## config.mk

```make
export PLATFORM = sky130hd
export DESIGN_NAME = fll_cfg_arbiter
export DESIGN_NICKNAME = d
export VERILOG_FILES = /design/src/rtl/fll_cfg_arbiter.sv
export SDC_FILE = /design/constraint.sdc
export NUM_CORES = 1
export LEC_CHECK = 0
export ABC_AREA = 1
export CAP_MARGIN = 10
export CORE_ASPECT_RATIO = 0.5
export CORE_UTILIZATION = 47
export CTS_CLUSTER_SIZE = 20
export DETAILED_ROUTE_END_ITERATION = 6
export GPL_TIMING_DRIVEN = 0
export PLACE_DENSITY = 0.88
export SLEW_MARGIN = 5
export SYNTH_ARGS = -nofsm -noshare
export SYNTH_HDL_FRONTEND = slang
export SYNTH_SLANG_ARGS = --single-unit
export TNS_END_PERCENT = 100
```

## constraint.sdc

```tcl
create_clock -name clk_i -period 2.7 [get_ports clk_i]
set_input_delay 0.54 -clock clk_i [delete_from_list [all_inputs] [get_ports clk_i]]
set_output_delay 0.54 -clock clk_i [all_outputs]
set_load 0.02 [all_outputs]
```

## src/rtl/fll_cfg_arbiter.sv

```systemverilog
// Round-robin arbiter of NUM_REQ config requesters onto one FLL 4-phase port.
// Define FLL_CFG_ACK_SYNC_EN to pass fll_ack_i through a 2-flop synchronizer.
module fll_cfg_arbiter #(
    parameter int NUM_REQ = 2,
    parameter int TIMEOUT = 255
) (
    input  logic                    clk_i,
    input  logic                    rst_ni,
    input  logic [NUM_REQ-1:0]      req_i,
    input  logic [NUM_REQ-1:0]      wrn_i,
    input  logic [2*NUM_REQ-1:0]    add_i,
    input  logic [32*NUM_REQ-1:0]   data_i,
    output logic [NUM_REQ-1:0]      ack_o,
    output logic [NUM_REQ-1:0]      err_o,
    output logic [31:0]             r_data_o,
    output logic                    fll_req_o,
    output logic                    fll_wrn_o,
    output logic [1:0]              fll_add_o,
    output logic [31:0]             fll_data_o,
    input  logic                    fll_ack_i,
    input  logic [31:0]             fll_r_data_i,
    output logic                    timeout_o
);

    localparam int PW = $clog2(NUM_REQ);

    localparam logic [1:0] S_IDLE = 2'd0;
    localparam logic [1:0] S_REQ  = 2'd1;
    localparam logic [1:0] S_REL  = 2'd2;

    localparam logic [15:0] TO_VAL  = 16'(TIMEOUT);
    localparam logic [31:0] ERR_DAT = 32'hDEAD_BEEF;

    logic [1:0]         state_q, state_d;
    logic [PW-1:0]      ptr_q, ptr_d;
    logic [PW-1:0]      gnt_q, gnt_d;
    logic [15:0]        cnt_q, cnt_d;
    logic               wrn_q, wrn_d;
    logic [1:0]         add_q, add_d;
    logic [31:0]        data_q, data_d;
    logic               fll_req_q, fll_req_d;
    logic [NUM_REQ-1:0] ack_q, ack_d;
    logic [NUM_REQ-1:0] err_q, err_d;
    logic [31:0]        rdata_q, rdata_d;
    logic               timeout_q, timeout_d;

    logic               ack_smp;
    logic [PW:0]        pick;
    logic               pick_vld;
    logic [PW-1:0]      pick_idx;
    logic [NUM_REQ-1:0] gnt_oh;
    logic [PW-1:0]      ptr_nxt;

    // First set request at or after p, scanning with wrap-around.
    function automatic logic [PW:0] rr_pick(
        input logic [NUM_REQ-1:0] r,
        input logic [PW-1:0]      p
    );
        logic          found;
        logic [PW-1:0] idx;
        int            s;
        found = 1'b0;
        idx   = '0;
        for (int i = 0; i < NUM_REQ; i++) begin
            s = int'(p) + i;
            if (s >= NUM_REQ) s = s - NUM_REQ;
            for (int k = 0; k < NUM_REQ; k++) begin
                if (!found && r[k] && (k == s)) begin
                    found = 1'b1;
                    idx   = PW'(k);
                end
            end
        end
        return {found, idx};
    endfunction

    function automatic logic [PW-1:0] wrap_inc(input logic [PW-1:0] v);
        if (v == PW'(NUM_REQ - 1)) return '0;
        return v + PW'(1);
    endfunction

`ifdef FLL_CFG_ACK_SYNC_EN
    logic [1:0] ack_sync_q, ack_sync_d;

    always_comb begin
        ack_sync_d = {ack_sync_q[0], fll_ack_i};
    end

    always_ff @(posedge clk_i or negedge rst_ni) begin
        if (!rst_ni) begin
            ack_sync_q <= 2'b00;
        end else begin
            ack_sync_q <= ack_sync_d;
        end
    end

    assign ack_smp = ack_sync_q[1];
`else
    assign ack_smp = fll_ack_i;
`endif

    assign pick     = rr_pick(req_i, ptr_q);
    assign pick_vld = pick[PW];
    assign pick_idx = pick[PW-1:0];
    assign ptr_nxt  = wrap_inc(gnt_q);

    always_comb begin
        gnt_oh = '0;
        for (int k = 0; k < NUM_REQ; k++) begin
            if (gnt_q == PW'(k)) gnt_oh[k] = 1'b1;
        end
    end

    always_comb begin
        state_d   = state_q;
        ptr_d     = ptr_q;
        gnt_d     = gnt_q;
        cnt_d     = cnt_q;
        wrn_d     = wrn_q;
        add_d     = add_q;
        data_d    = data_q;
        fll_req_d = fll_req_q;
        ack_d     = '0;
        err_d     = '0;
        rdata_d   = '0;
        timeout_d = timeout_q;
        unique case (state_q)
            S_IDLE: begin
                if (pick_vld) begin
                    gnt_d     = pick_idx;
                    state_d   = S_REQ;
                    cnt_d     = '0;
                    fll_req_d = 1'b1;
                    for (int k = 0; k < NUM_REQ; k++) begin
                        if (pick_idx == PW'(k)) begin
                            wrn_d  = wrn_i[k];
                            add_d  = add_i[2*k +: 2];
                            data_d = data_i[32*k +: 32];
                        end
                    end
                end
            end
            S_REQ: begin
                if (ack_smp) begin
                    fll_req_d = 1'b0;
                    ack_d     = gnt_oh;
                    rdata_d   = wrn_q ? fll_r_data_i : 32'd0;
                    ptr_d     = ptr_nxt;
                    state_d   = S_REL;
                    cnt_d     = '0;
                end else if (cnt_q == TO_VAL) begin
                    // FLL never answered: complete the requester with an error.
                    fll_req_d = 1'b0;
                    ack_d     = gnt_oh;
                    err_d     = gnt_oh;
                    rdata_d   = ERR_DAT;
                    timeout_d = 1'b1;
                    ptr_d     = ptr_nxt;
                    state_d   = S_IDLE;
                    cnt_d     = '0;
                end else begin
                    cnt_d = cnt_q + 16'd1;
                end
            end
            S_REL: begin
                if (!ack_smp) begin
                    state_d = S_IDLE;
                    cnt_d   = '0;
                end else if (cnt_q == TO_VAL) begin
                    timeout_d = 1'b1;
                    state_d   = S_IDLE;
                    cnt_d     = '0;
                end else begin
                    cnt_d = cnt_q + 16'd1;
                end
            end
            default: begin
                state_d   = S_IDLE;
                fll_req_d = 1'b0;
                cnt_d     = '0;
            end
        endcase
    end

    always_ff @(posedge clk_i or negedge rst_ni) begin
        if (!rst_ni) begin
            state_q   <= S_IDLE;
            ptr_q     <= '0;
            gnt_q     <= '0;
            cnt_q     <= '0;
            wrn_q     <= 1'b0;
            add_q     <= 2'd0;
            data_q    <= 32'd0;
            fll_req_q <= 1'b0;
            ack_q     <= '0;
            err_q     <= '0;
            rdata_q   <= 32'd0;
            timeout_q <= 1'b0;
        end else begin
            state_q   <= state_d;
            ptr_q     <= ptr_d;
            gnt_q     <= gnt_d;
            cnt_q     <= cnt_d;
            wrn_q     <= wrn_d;
            add_q     <= add_d;
            data_q    <= data_d;
            fll_req_q <= fll_req_d;
            ack_q     <= ack_d;
            err_q     <= err_d;
            rdata_q   <= rdata_d;
            timeout_q <= timeout_d;
        end
    end

    assign ack_o      = ack_q;
    assign err_o      = err_q;
    assign r_data_o   = rdata_q;
    assign fll_req_o  = fll_req_q;
    assign fll_wrn_o  = wrn_q;
    assign fll_add_o  = add_q;
    assign fll_data_o = data_q;
    assign timeout_o  = timeout_q;

endmodule

```

==> results of run 1 <==
-- worst max-delay path by stage --
stage,startpoint,end,slack (ns),depth (start not counted)
after floorplan,req_i[0],fll_data_o[15],1.15,6
after global placement,rst_ni,fll_data_o[11],-2.34,1
after detailed placement,req_i[1],fll_data_o[30],0.41,7
after CTS,req_i[1],fll_data_o[30],0.76,7
after global routing,state_q[0],fll_data_o[30],0.59,8
final,state_q[0],fll_data_o[30],0.77,8
-- area by class of cell --
cell class	count	share of cell area
Sequential cell	93	0.345
Multi-Input combinational cell	343	0.286
Timing Repair Buffer	180	0.269
Clock buffer	12	0.0365
Tap cell	117	0.0217
Buffer	18	0.0193
Inverter	31	0.0173
Clock inverter	2	0.00519
-- power breakdown --
group | switching [mW] | total (mW) | leakage (nW) | internal (mW)
sequential | 0.206 | 1.99 | 1.21 | 1.79
clock | 0.488 | 1.22 | 0.139 | 0.731
combinational | 1.53 | 2.73 | 1.75 | 1.20
-- state kept, by name (all words and copies together) (netlist names), 2 cells and up --
signal      flops
cnt_q          16
state_q         2
fll_add_o       2
fll_data_o     32
ack_o           2
r_data_o       32
err_o           2
-- stage by stage --
step	TNS, ns	setup slack [ns]	cells	cell area [sq um]
detailed placement	0	0.412	782	6460
CTS	0	0.764	796	6740
finish	0	0.768	796	6740
global placement	-217.03	-2.34	781	6440
floorplan	0	1.15	485	4500
global route	0	0.586	796	6740
-- worst max-delay path: stages (launching register included) --
cell      delay, ns
dfrtp_1        0.42
inv_1          0.12
ha_1           0.20
inv_2          0.07
nor2_2         0.35
inv_2          0.17
clkbuf_1       0.28
nand2_1        0.14
nand2_1        0.06
-- synthesized netlist by cell type --
master	n
o21ai_4	1
nand4_1	3
nor2_1	51
or2_2	1
a21oi_1	29
o22ai_1	1
o21ai_0	6
dfrtp_1	93
nand2_1	156
a21boi_0	1
inv_1	25
ha_1	5
buf_6	3
o21bai_1	2
o21a_1	1
nand2_2	4
nand3_1	12
clkbuf_1	9
mux2_1	4
buf_4	1
buf_12	2
nor3_1	2
mux2_2	31
nand2_4	3
buf_2	3
inv_2	6
nor2_2	3
nor3_2	2
nor2_4	21
xor2_1	2
xnor2_1	2
-- routing by layer --
metal  vias to the layer above  part of all wire  global-route usage
met5                         -                 0                   0
met4                         0             0.026              0.0855
met3                        25             0.038              0.0542
met2                        87              0.53               0.463
met1                      1860              0.41               0.281
li1                       1909                 -                   -
-- logic make-up after synthesis --
logic type,share of synthesized area
simple gates,0.268
fa+ha+maj,0.0139
compound gates,0.0506
flops,0.517
buf+inv,0.0548
xor+xnor,0.00779
mux,0.0876
==> results.sh, run 1 <==
export IMPL_maxCapViolCount=0
export IMPL_multiInputGateArea_sq_um=1930
export IMPL_coreArea_sq_um=8980
export IMPL_p_total_mw=5.94
export IMPL_nNetsFinal=788
export IMPL_syn_avg_cell_area_sq_um=9.28
export IMPL_timing_final_crit_share=0.715
export IMPL_finClkSkew_ns=0.00779
export IMPL_cts_tree="yes"
export IMPL_antenna_left=0
export IMPL_peakVddDrop_uv=493
export IMPL_outcome="complete, no violations"
export IMPL_synth_area_leaders="dfrtp_1 (52%), nand2_1 (13%), mux2_2 (7.8%)"
export IMPL_required_ns=2.93
export IMPL_post_cts_buffers=0
export IMPL_wirelength_mm=11.7
export IMPL_first_global_vias=3860
export IMPL_setup_violations=0
export IMPL_area_delta_synth_final_pct=49.9
export IMPL_die_height_um=71.2
export IMPL_fmax_mhz=518
export IMPL_p_per_area_nw_per_um2=881
export IMPL_ys_seq_elements=93
export IMPL_grt_pass1_wl_mm=18.9
export IMPL_dp_hpwl_mm=8.77
export IMPL_drtIter0Drc=205
export IMPL_ctsResizeCount=0
export IMPL_cts_buffer_depth=2
export IMPL_reg2reg_depth=8
export IMPL_overflow=0
export IMPL_fp_dieW_um=140
export IMPL_synth_warning_count=0
export IMPL_cp_max_fo=10
export IMPL_layout_common_cells="clkdlybuf4s50_1 (178), nand2_1 (156), dfrtp_1 (93)"
export IMPL_hold_class="in -> async"
export IMPL_max_slew_margin=0.667
export IMPL_clk_latency_ns=0.34
export IMPL_grt_max_degree=60
export IMPL_grt_antenna_before_repair=0
export IMPL_initial_utilization=0.501
export IMPL_via_count=3881
export IMPL_drc=0
export IMPL_reg2reg_to="fll_data_o[30]"
export IMPL_rsz0062_at_grt="false"
export IMPL_cp_arrival_ns=2.16
export IMPL_crit_path_end_kind="register"
export IMPL_netlist_area_leader_share=0.517
export IMPL_rows=24
export IMPL_grt_util_all_layers=0.246
export IMPL_tightest_slew_ns=0.500
export IMPL_htree_levels=3
export IMPL_portBuffers=179
export IMPL_p_leak_nw=3.10
export IMPL_mostFrequentLayoutCell="clkdlybuf4s50_1"
export IMPL_yosysSeqAreaShare=0.517
export IMPL_whs_ns=0.156
export IMPL_clock_sinks=93
export IMPL_seq_area_sq_um=2330
export IMPL_crit_type="reg -> reg"
export IMPL_cts_buffers=9
export IMPL_clk_pin_slew_worst_paths_ns=0.06
export IMPL_wire_per_inst_um=14.7
export IMPL_cp_start_kind="register"
export IMPL_hold_violations=0
export IMPL_final_util=0.751
export IMPL_reg2reg_from="state_q[0]"
export IMPL_gp_congestion=0.852
export IMPL_drv_slew=0
export IMPL_postCtsHoldBufs=0
export IMPL_synth_area_sq_um=4500
export IMPL_syn_nets=597
export IMPL_finalCriticalPeriod_ns=1.93
export IMPL_antenna_cells=0
export IMPL_ys_types=31
export IMPL_synth_area_leader_cell="dfrtp_1"
export IMPL_drive_gt1_frac=0.140
export IMPL_die_area_sq_um=9990
export IMPL_drt_first_pass_iters=5
export IMPL_ff2ff_setup_slack_ns=0.77
export IMPL_nFillCells=622
export IMPL_cts_root_buf="clkbuf_16"
export IMPL_viasPerCell=4.88
export IMPL_synth_cells=485
export IMPL_ios=180
Note: power is estimated with default switching activity, not from simulation.
==> run 2, diff against run 1 <==
- CORE_UTILIZATION: 47 -> 44
- PLACE_DENSITY: 0.88 -> 0.83
- clock period: 2.7 -> 1.88 ns (I/O delays scaled with it)
==> run 2 against run 1 <==
  * Design area rose by 0.45%
  * Sequential share of layout area fell by 0.15 points
  * Via count fell by 1.1%
==> results.sh, run 2 (same netlist as run 1, synthesis figures left out) <==
export IMPL_crit_type="in -> reg"
export IMPL_layout_common_cells="clkdlybuf4s50_1 (178), nand2_1 (156), dfrtp_1 (93)"
export IMPL_cp_start_kind="input port"
export IMPL_first_global_vias=3864
export IMPL_placed_area_sq_um=6480
export IMPL_antenna_left=0
export IMPL_fp_dieW_um=145
export IMPL_drc=0
export IMPL_drv_slew=0
export IMPL_finClkSkew_ns=0.00772
export IMPL_rows=25
export IMPL_clock_sinks=93
export IMPL_setup_violations=0
export IMPL_mostFrequentLayoutCell="clkdlybuf4s50_1"
export IMPL_portBuffers=179
export IMPL_ios=180
export IMPL_reg2reg_to="fll_wrn_o"
export IMPL_maxCapViolCount=0
export IMPL_final_util=0.699
export IMPL_fmax_mhz=567
export IMPL_wl_met1_mm=4.68
export IMPL_grt_max_degree=70
export IMPL_cts_root_buf="clkbuf_16"
export IMPL_reg2reg_depth=8
export IMPL_drtIter0Drc=144
export IMPL_top_layer_used="met4"
export IMPL_cp_max_fo=10
export IMPL_crit_path_end_kind="register"
export IMPL_dp_hpwl_mm=8.66
export IMPL_drt_first_pass_iters=4
export IMPL_coreArea_sq_um=9700
export IMPL_cts_buffers=9
export IMPL_clk_latency_ns=0.34
export IMPL_whs_ns=0.477
export IMPL_outcome="complete, no violations"
export IMPL_peakVddDrop_uv=634
export IMPL_finalSetupTns_ns=0
export IMPL_reg2reg_from="state_q[0]"
export IMPL_rsz0062_at_grt="false"
export IMPL_htree_levels=3
export IMPL_hold_violations=0
export IMPL_viasPerCell=4.70
export IMPL_finalCriticalPeriod_ns=1.76
export IMPL_ff2ff_setup_slack_ns=0.14
export IMPL_wire_per_inst_um=14.2
export IMPL_final_cell_area_sq_um=6770
export IMPL_die_area_sq_um=10700
export IMPL_tightest_slew_ns=0.492
export IMPL_cts_buffer_depth=2
export IMPL_hold_class="in -> async"
export IMPL_wl_met3_um=371
export IMPL_overflow=0
export IMPL_clk_pin_slew_worst_paths_ns=0.06
export IMPL_cp_arrival_ns=1.98
export IMPL_max_slew_margin=0.672
export IMPL_gp_congestion=0.804
export IMPL_p_total_mw=8.44
export IMPL_p_per_area_nw_per_um2=1250
export IMPL_grt_pass1_wl_mm=18.7
export IMPL_p_leak_nw=3.10
export IMPL_timing_final_crit_share=0.938
export IMPL_nNetsFinal=789
export IMPL_required_ns=2.10
export IMPL_die_height_um=73.5
export IMPL_grt_util_all_layers=0.225
export IMPL_drive_gt1_frac=0.148
export IMPL_antenna_cells=0
export IMPL_met2_length_mm=6.30
export IMPL_wirelength_mm=11.6
export IMPL_via_count=3839
export IMPL_cts_tree="yes"
export IMPL_grt_antenna_before_repair=0
export IMPL_area_delta_synth_final_pct=50.6
export IMPL_initial_utilization=0.464
-- run 2: cell type report --
class / count / area, sq um
inverter: 31 / 116
multi-input combinational: 343 / 1930
clock inverter: 4 / 25.0
sequential: 93 / 2330
fill: 708 / 2920
buffer: 18 / 134
timing repair buffer: 181 / 1830
clock buffer: 11 / 243
tap: 135 / 169
-- run 2: timing repair --
item / in CTS / in global routing
endpoints found under the setup margin: 12 / 19
buffers inserted: 0 / 0
hold endpoints to repair: 24 / 0
resized for setup: 1 / 7
hold buffers: 1 / 0
-- run 2: worst max-delay path: stages --
cell             delay, ns
clkdlybuf4s50_1       0.47
inv_1                 0.07
o21ai_4               0.35
buf_6                 0.22
mux2_2                0.34
nand2_1               0.09
nand2_1               0.07
-- run 2: worst max path at each step --
stage | slack, ns | from | endpoint
floorplan | 0.39 | state_q[0] | fll_wrn_o
global placement | -2.98 | rst_ni | fll_data_o[9]
detailed placement | -0.24 | req_i[0] | fll_wrn_o
CTS | 0.08 | state_q[0] | fll_wrn_o
global route | 0.008 | state_q[0] | fll_wrn_o
finish | 0.12 | req_i[0] | fll_wrn_o
-- run 2: report_power, final --
part | switching (mW) | internal, mW | total (mW) | leakage [nW]
combinational | 2.20 | 1.73 | 3.93 | 1.76
sequential | 0.295 | 2.57 | 2.86 | 1.21
clock | 0.722 | 0.920 | 1.64 | 0.127
-- run 2: layer usage --
layer | global-route usage | up-vias
met3 | 0.0472 | 19
li1 | - | 1917
met5 | 0 | -
met2 | 0.429 | 75
met4 | 0.0768 | 0
met1 | 0.257 | 1828
-- run 2: through the flow --
stage	setup WS, ns	cells
after global routing	0.00793	816
after global placement	-2.98	799
final	0.116	816
after CTS	0.0824	816
after floorplan	0.395	485
after detailed placement	-0.238	800
